### src/rtl/ysyx_23060061_pkg.sv
// Shared IFU definitions: state encoding and fixed
// bus/instruction constants.
package ysyx_23060061_pkg;

    typedef enum logic [1:0] {
        S_REQ  = 2'd0,
        S_RESP = 2'd1,
        S_OUT  = 2'd2,
        S_NPC  = 2'd3
    } ifu_state_e;

    localparam logic [1:0]  RESP_OKAY = 2'b00;
    localparam logic [31:0] INST_NOP  = 32'h0000_0013;

    // Instructions are 4-byte aligned; low bits must be zero.
    function automatic logic pc_aligned(input logic [1:0] lsb);
        return lsb == 2'b00;
    endfunction

endpackage

### src/rtl/ysyx_23060061_ifu_if.sv
// IFU-facing bundle: AR/R fetch bus, decoder output
// handshake and dnpc return handshake.
interface ysyx_23060061_ifu_if #(
    parameter int XLEN = 32
);
    logic [XLEN-1:0] araddr;
    logic            arvalid;
    logic            arready;
    logic [31:0]     rdata;
    logic [1:0]      rresp;
    logic            rvalid;
    logic            rready;
    logic [31:0]     out_inst;
    logic [XLEN-1:0] out_pc;
    logic            out_fault;
    logic            out_valid;
    logic            out_ready;
    logic [XLEN-1:0] dnpc;
    logic            dnpc_valid;
    logic            dnpc_ready;

    modport master (
        output araddr, arvalid, rready,
        input  arready, rdata, rresp, rvalid,
        output out_inst, out_pc, out_fault, out_valid,
        input  out_ready,
        input  dnpc, dnpc_valid,
        output dnpc_ready
    );

    modport slave (
        input  araddr, arvalid, rready,
        output arready, rdata, rresp, rvalid,
        input  out_inst, out_pc, out_fault, out_valid,
        output out_ready,
        output dnpc, dnpc_valid,
        input  dnpc_ready
    );
endinterface

### src/rtl/ysyx_23060061_Reg.sv
// Generic register with write enable and
// asynchronous reset to a fixed value.
module ysyx_23060061_Reg #(
    parameter int               WIDTH     = 1,
    parameter logic [WIDTH-1:0] RESET_VAL = '0
) (
    input  logic             clk,
    input  logic             rst,
    input  logic [WIDTH-1:0] din,
    input  logic             wen,
    output logic [WIDTH-1:0] dout
);

    // Load din when enabled, hold otherwise.
    always_ff @(posedge clk or posedge rst) begin
        if (rst) begin
            dout <= RESET_VAL;
        end else if (wen) begin
            dout <= din;
        end
    end

endmodule

### src/rtl/ysyx_23060061_ifu.sv
// Multi-cycle instruction fetch unit: one fetch per PC,
// bundle to decoder, then wait for the committed dnpc.
module ysyx_23060061_ifu
    import ysyx_23060061_pkg::*;
#(
    parameter int              XLEN     = 32,
    parameter logic [XLEN-1:0] RESET_PC = 32'h8000_0000
) (
    input  logic                      clk,
    input  logic                      rst,
    ysyx_23060061_ifu_if.master       bus
);

    ifu_state_e      state;
    ifu_state_e      state_nxt;
    logic            armed;
    logic [XLEN-1:0] pc;
    logic            pc_wen;
    logic            ar_fire;
    logic            r_fire;
    logic            o_fire;
    logic            npc_ok;
    logic [31:0]     inst_q;
    logic [XLEN-1:0] opc_q;
    logic            fault_q;

    assign ar_fire = bus.arvalid & bus.arready;
    assign r_fire  = bus.rready & bus.rvalid;
    assign o_fire  = bus.out_valid & bus.out_ready;
    assign pc_wen  = bus.dnpc_valid & bus.dnpc_ready;
    assign npc_ok  = pc_aligned(bus.dnpc[1:0]);

    ysyx_23060061_Reg #(
        .WIDTH     (XLEN),
        .RESET_VAL (RESET_PC)
    ) u_pc (
        .clk  (clk),
        .rst  (rst),
        .din  (bus.dnpc),
        .wen  (pc_wen),
        .dout (pc)
    );

    // State register; armed holds off arvalid until the
    // first edge after reset release.
    always_ff @(posedge clk or posedge rst) begin
        if (rst) begin
            state <= S_REQ;
            armed <= 1'b0;
        end else begin
            state <= state_nxt;
            armed <= 1'b1;
        end
    end

    // Next-state logic for the request/response/out/npc loop.
    always_comb begin
        state_nxt = state;
        unique case (state)
            S_REQ:  if (ar_fire) state_nxt = S_RESP;
            S_RESP: if (r_fire)  state_nxt = S_OUT;
            S_OUT:  if (o_fire)  state_nxt = S_NPC;
            S_NPC: begin
                if (pc_wen) begin
                    state_nxt = npc_ok ? S_REQ : S_OUT;
                end
            end
            default: state_nxt = S_REQ;
        endcase
    end

    // Bundle latch: fetched word, or a nop fault for a bus
    // error or a misaligned dnpc that skips the bus.
    always_ff @(posedge clk or posedge rst) begin
        if (rst) begin
            inst_q  <= '0;
            opc_q   <= RESET_PC;
            fault_q <= 1'b0;
        end else if (r_fire) begin
            inst_q  <= (bus.rresp == RESP_OKAY) ? bus.rdata : INST_NOP;
            fault_q <= (bus.rresp != RESP_OKAY);
            opc_q   <= pc;
        end else if (pc_wen && !npc_ok) begin
            inst_q  <= INST_NOP;
            fault_q <= 1'b1;
            opc_q   <= bus.dnpc;
        end
    end

    // Handshake strobes decode directly from the state.
    always_comb begin
        bus.araddr     = pc;
        bus.arvalid    = 1'b0;
        bus.rready     = 1'b0;
        bus.out_valid  = 1'b0;
        bus.dnpc_ready = 1'b0;
        bus.out_inst   = inst_q;
        bus.out_pc     = opc_q;
        bus.out_fault  = fault_q;
        unique case (state)
            S_REQ:   bus.arvalid    = armed;
            S_RESP:  bus.rready     = 1'b1;
            S_OUT:   bus.out_valid  = 1'b1;
            S_NPC:   bus.dnpc_ready = 1'b1;
            default: bus.arvalid    = 1'b0;
        endcase
    end

endmodule

### src/flat_wrapper.sv
// flat-port wrapper written by rule: the top's interface ports become plain ports
module ysyx_23060061_ifu_flat import ysyx_23060061_pkg::*;
#(
    parameter int              XLEN     = 32,
    parameter logic [XLEN-1:0] RESET_PC = 32'h8000_0000
)
  (clk, rst, bus_araddr, bus_arvalid, bus_rready, bus_arready, bus_rdata, bus_rresp, bus_rvalid, bus_out_inst, bus_out_pc, bus_out_fault, bus_out_valid, bus_out_ready, bus_dnpc, bus_dnpc_valid, bus_dnpc_ready);
  ysyx_23060061_ifu_if #(.XLEN(XLEN)) bus_i ();
  input  logic clk;
  input  logic rst;
  output wire logic [$bits(bus_i.araddr)-1:0] bus_araddr;
  output wire logic [$bits(bus_i.arvalid)-1:0] bus_arvalid;
  output wire logic [$bits(bus_i.rready)-1:0] bus_rready;
  input wire logic [$bits(bus_i.arready)-1:0] bus_arready;
  input wire logic [$bits(bus_i.rdata)-1:0] bus_rdata;
  input wire logic [$bits(bus_i.rresp)-1:0] bus_rresp;
  input wire logic [$bits(bus_i.rvalid)-1:0] bus_rvalid;
  output wire logic [$bits(bus_i.out_inst)-1:0] bus_out_inst;
  output wire logic [$bits(bus_i.out_pc)-1:0] bus_out_pc;
  output wire logic [$bits(bus_i.out_fault)-1:0] bus_out_fault;
  output wire logic [$bits(bus_i.out_valid)-1:0] bus_out_valid;
  input wire logic [$bits(bus_i.out_ready)-1:0] bus_out_ready;
  input wire logic [$bits(bus_i.dnpc)-1:0] bus_dnpc;
  input wire logic [$bits(bus_i.dnpc_valid)-1:0] bus_dnpc_valid;
  output wire logic [$bits(bus_i.dnpc_ready)-1:0] bus_dnpc_ready;
  assign bus_araddr = bus_i.araddr;
  assign bus_arvalid = bus_i.arvalid;
  assign bus_rready = bus_i.rready;
  assign bus_i.arready = bus_arready;
  assign bus_i.rdata = bus_rdata;
  assign bus_i.rresp = bus_rresp;
  assign bus_i.rvalid = bus_rvalid;
  assign bus_out_inst = bus_i.out_inst;
  assign bus_out_pc = bus_i.out_pc;
  assign bus_out_fault = bus_i.out_fault;
  assign bus_out_valid = bus_i.out_valid;
  assign bus_i.out_ready = bus_out_ready;
  assign bus_i.dnpc = bus_dnpc;
  assign bus_i.dnpc_valid = bus_dnpc_valid;
  assign bus_dnpc_ready = bus_i.dnpc_ready;
  ysyx_23060061_ifu #(.XLEN(XLEN), .RESET_PC(RESET_PC)) u_core (.clk(clk), .rst(rst), .bus(bus_i));
endmodule
### config.mk
export PLATFORM = sky130hd
export DESIGN_NAME = ysyx_23060061_ifu_flat
export DESIGN_NICKNAME = d
export VERILOG_FILES = /design/src/rtl/ysyx_23060061_pkg.sv /design/src/rtl/ysyx_23060061_ifu_if.sv /design/src/rtl/ysyx_23060061_Reg.sv /design/src/rtl/ysyx_23060061_ifu.sv /design/src/flat_wrapper.sv
export SDC_FILE = /design/constraint.sdc
export NUM_CORES = 1
export LEC_CHECK = 0
export CORE_MARGIN = 2
export CORE_UTILIZATION = 44
export DETAILED_ROUTE_END_ITERATION = 7
export GPL_ROUTABILITY_DRIVEN = 1
export PLACE_DENSITY = 0.77
export SYNTH_ARGS = -nofsm -noshare
export SYNTH_HDL_FRONTEND = slang
export SYNTH_SLANG_ARGS = --single-unit
### constraint.sdc
create_clock -name clk -period 4.3 [get_ports clk]
set_input_delay 1.075 -clock clk [delete_from_list [all_inputs] [get_ports clk]]
set_output_delay 1.075 -clock clk [all_outputs]
set_load 0.03 [all_outputs]
==> results.txt <==
- The initial antenna violation count came to 0.
* Wire length of the first global-routing pass: 17.10 mm
- RD Place Congestion: 0.7703
* Type of the worst min-delay path: register to register
- From left edge to right edge, the die measures 103.7 µm.
- Post-route DRC: 0
- During synthesis, Yosys emitted a total of 0 warnings.
- The count of nets left with antenna violations once routing finished came out at 0.
- Number of I/O pins: 173
* RSZ-0062 raised after global routing: no
- Fraction of final layout cells sized beyond drive strength 1: 21.04%
* GRT Total Usage: 20.16%
* Final setup viols: 0
- Most common flop cell mapped by yosys: dfrtp_1
- Clock buffer depth: 2
- Final hold violation count: 0
* Top post-synthesis cells by count: dfrtp_1, mux2_4, mux2_1
* Total CTS buffers: 9
* Relative slew slack: 42.29%
- For this design the ratio of total power to cell area is 754.3 nW/µm².
- Entering global routing, the biggest net connects 50 pins.
- In this run the number of H-tree levels came out at 3.
* Via/cell ratio: 4.955
* Critical Path Start Type: register
- Endpoint required time on the critical path: 3220 ps
- In this run the static leakage power is 0.002832 µW.
- The design draws 4833 µW.
- Filler-free cell count of the finished design: 575
- For this block, the initial DRC count from the detailed router was 96.
* Sequential share of power: 33.1%
* Power share of the combinational group: 52.1%
- Count of hold-fix buffers inserted at cts: 0
* Switching part of the total: 39.07%
* Area of the die: 10,750 µm²
- Psw: 1888 µW
* Final Slew Violations: 0
- From synthesis to final layout, the design area changed by 46.52%.
- Seq cells post-synth: 100
- Crit path largest cell delay: 680 ps
- The setup path with the least slack is of type register to primary output.
- The number of global-route vias before repair was 3,128.
* Number of placed cells counting well taps: 560
- The flow ran to the end, and the final reports show no timing, DRC or antenna violations.
- After detailed routing, the average wire length per cell comes to 17.72 µm.
* Internal power contribution: 2945 µW
* Die Height: 103.7 µm
- After detailed routing, the total wire length is 10.19 mm.
* Area leader, netlist: dfrtp_1
* Congestion Overflow GR: 0
* Mean area per synthesized cell: 16.44 µm²
- 0 antenna diodes ended up in the layout.
- The worst path needs 2920 ps of the cycle, external delays included.
* Placeable core region: 9729 µm²
* Row count: 36
- Max-cap violation count: 0
- Clock skew: 15.33 ps
- Count of different cell masters after synthesis: 29
* Gate count of the mapped netlist: 266
* Insertion delay to the later sink of the worst-skew pair: 370 ps
- Synthesis produced a netlist with a net count of 338.
- Setup TNS: 0 ps
- Gates resized during post-CTS repair numbered 0.
* Clock tree sinks: 100
* IO buf count: 172
- Across the VDD grid, the largest voltage drop is 518.6 µV.
* Top area cells in the synthesized netlist: dfrtp_1, mux2_4, mux2_1, a22o_1, buf_6
- Clock-pin slew was measured on the worst setup and hold paths at 90 ps.
* Post-route fraction of the period consumed by the critical path: 67.91%
- Traced cell by cell, the critical path runs through and2_1 -> clkdlybuf4s50_1.
* Sort of element at the end of the critical path: primary output
- CTS placed an instance of clkbuf_8 at the clock tree root.
* TritonCTS clock tree: done
- Cells fill 65.86% of the core in the end.
- Before antenna repair, the detailed router went through 5 iterations.
- Crit path arrival time: 1850 ps
- Clock share of power: 14.9%
* Count leader, synth: dfrtp_1
* Vias after detailed routing: 2,849
- Worst Max-Slew Pin Slew: 862.7 ps
- Post-synth top area share: 56.08%
- Post-CTS timing repair inserted 0 buffers for setup.
- Static timing analysis puts the maximum clock frequency at 0.3425 GHz.
* Async set-or-reset flop fraction in the synthesized netlist: 100.0%
* Post-Synthesis Cell Area: 4373 µm²
- Of all nets on the critical path, the largest fanout is 11.
- Sequential elements use 57.28% of the synthesized area.
- After the last flow step, the layout net total stands at 510.
- Number of filler cells placed in the layout: 754
* Number of flops mapped to enable cells by yosys: 0
- Post-detail-place hpwl: 7.310 mm
- Once the floorplan was initialized, standard cells occupied 44.95% of the core.
- Worst path slowest cell: clkdlybuf4s50_1
worst max-delay path: cells and delay by family (launching register included):
kind	cells	cell delay, ps
buffers and inverters	1	680
DFF	1	580
and+or+nand+nor	1	220
final cells by class:
cell class	count	area, µm²	share of cell area (%)
Tap cell	133	166.4	2.597
Clock buffer	11	141.4	2.207
Sequential cell	100	2505	39.09
Inverter	1	6.256	0.09764
Clock inverter	4	97.59	1.523
Timing Repair Buffer	178	1767	27.57
Multi-Input combinational cell	148	1724	26.91
path summary, 6_finish.rpt:
kind                                        startpoint                      to  slack [ps]  cells past startpoint
worst max-delay path                   u_core.state[0]          bus_dnpc_ready        1380                      2
worst min-delay path            u_core.bus.out_inst[8]  u_core.bus.out_inst[8]         510                      1
worst max register to register         u_core.state[0]  u_core.bus.out_inst[6]        2200                      4
worst min register to register  u_core.bus.out_inst[8]  u_core.bus.out_inst[8]         510                      1
max in group asynchronous                          rst  u_core.bus.out_inst[6]        2350                      3
min in group asynchronous                          rst    u_core.u_pc.dout[16]        1140                      2
placed cells by master, fill, tap and decap left out, types with 2 or more instances in the layout:
master,count
clkbuf_8,10
dfrtp_1,98
mux2_4,55
mux2_1,32
dfstp_2,2
mux2_2,9
a22o_1,29
bufinv_16,3
o22a_1,3
nor2b_1,3
clkdlybuf4s50_1,172
buf_4,6
power by group through the flow:
stage / logic (µW) / registers, µW / clock network [µW]
after floorplan: 846 / 2300 / 0
after global placement: 2500 / 1600 / 0
after detailed placement: 2540 / 1620 / 0
after CTS: 2550 / 1600 / 741
after global routing: 2630 / 1660 / 782
final: 2520 / 1600 / 719
routing by layer:
metal | GRT usage (%) | vias to the layer above | routed length, µm
met5 | 0 | - | 0
met4 | 8.108 | 0 | 272
met3 | 6.230 | 21 | 665
met2 | 33.49 | 100 | 5199
met1 | 24.56 | 1417 | 4054
li1 | - | 1311 | -
cells by family after synthesis:
kind of cell	share of synthesized area, %
DFF	57.28
muxes	29.44
AOI/OAI and AO/OA	7.868
buffers and inverters	3.519
and+or+nand+nor	1.803
other	0.08575
state kept, by name, summed over array words and instances, names as in the netlist:
name	flops
u_core.u_pc.dout	32
u_core.armed	1
u_core.state	2
u_core.bus.out_fault	1
u_core.bus.out_pc	32
u_core.bus.out_inst	32
through the flow:
stage,area [µm²],setup slack [ps],hold slack (ps)
floorplan,4373,609.5,530.5
global placement,6168,1084,479.7
detailed placement,6168,1041,490.9
CTS,6407,1350,515.1
global route,6407,1257,525.9
finish,6407,1380,509.9
Note: power is estimated with default switching activity, not from simulation.
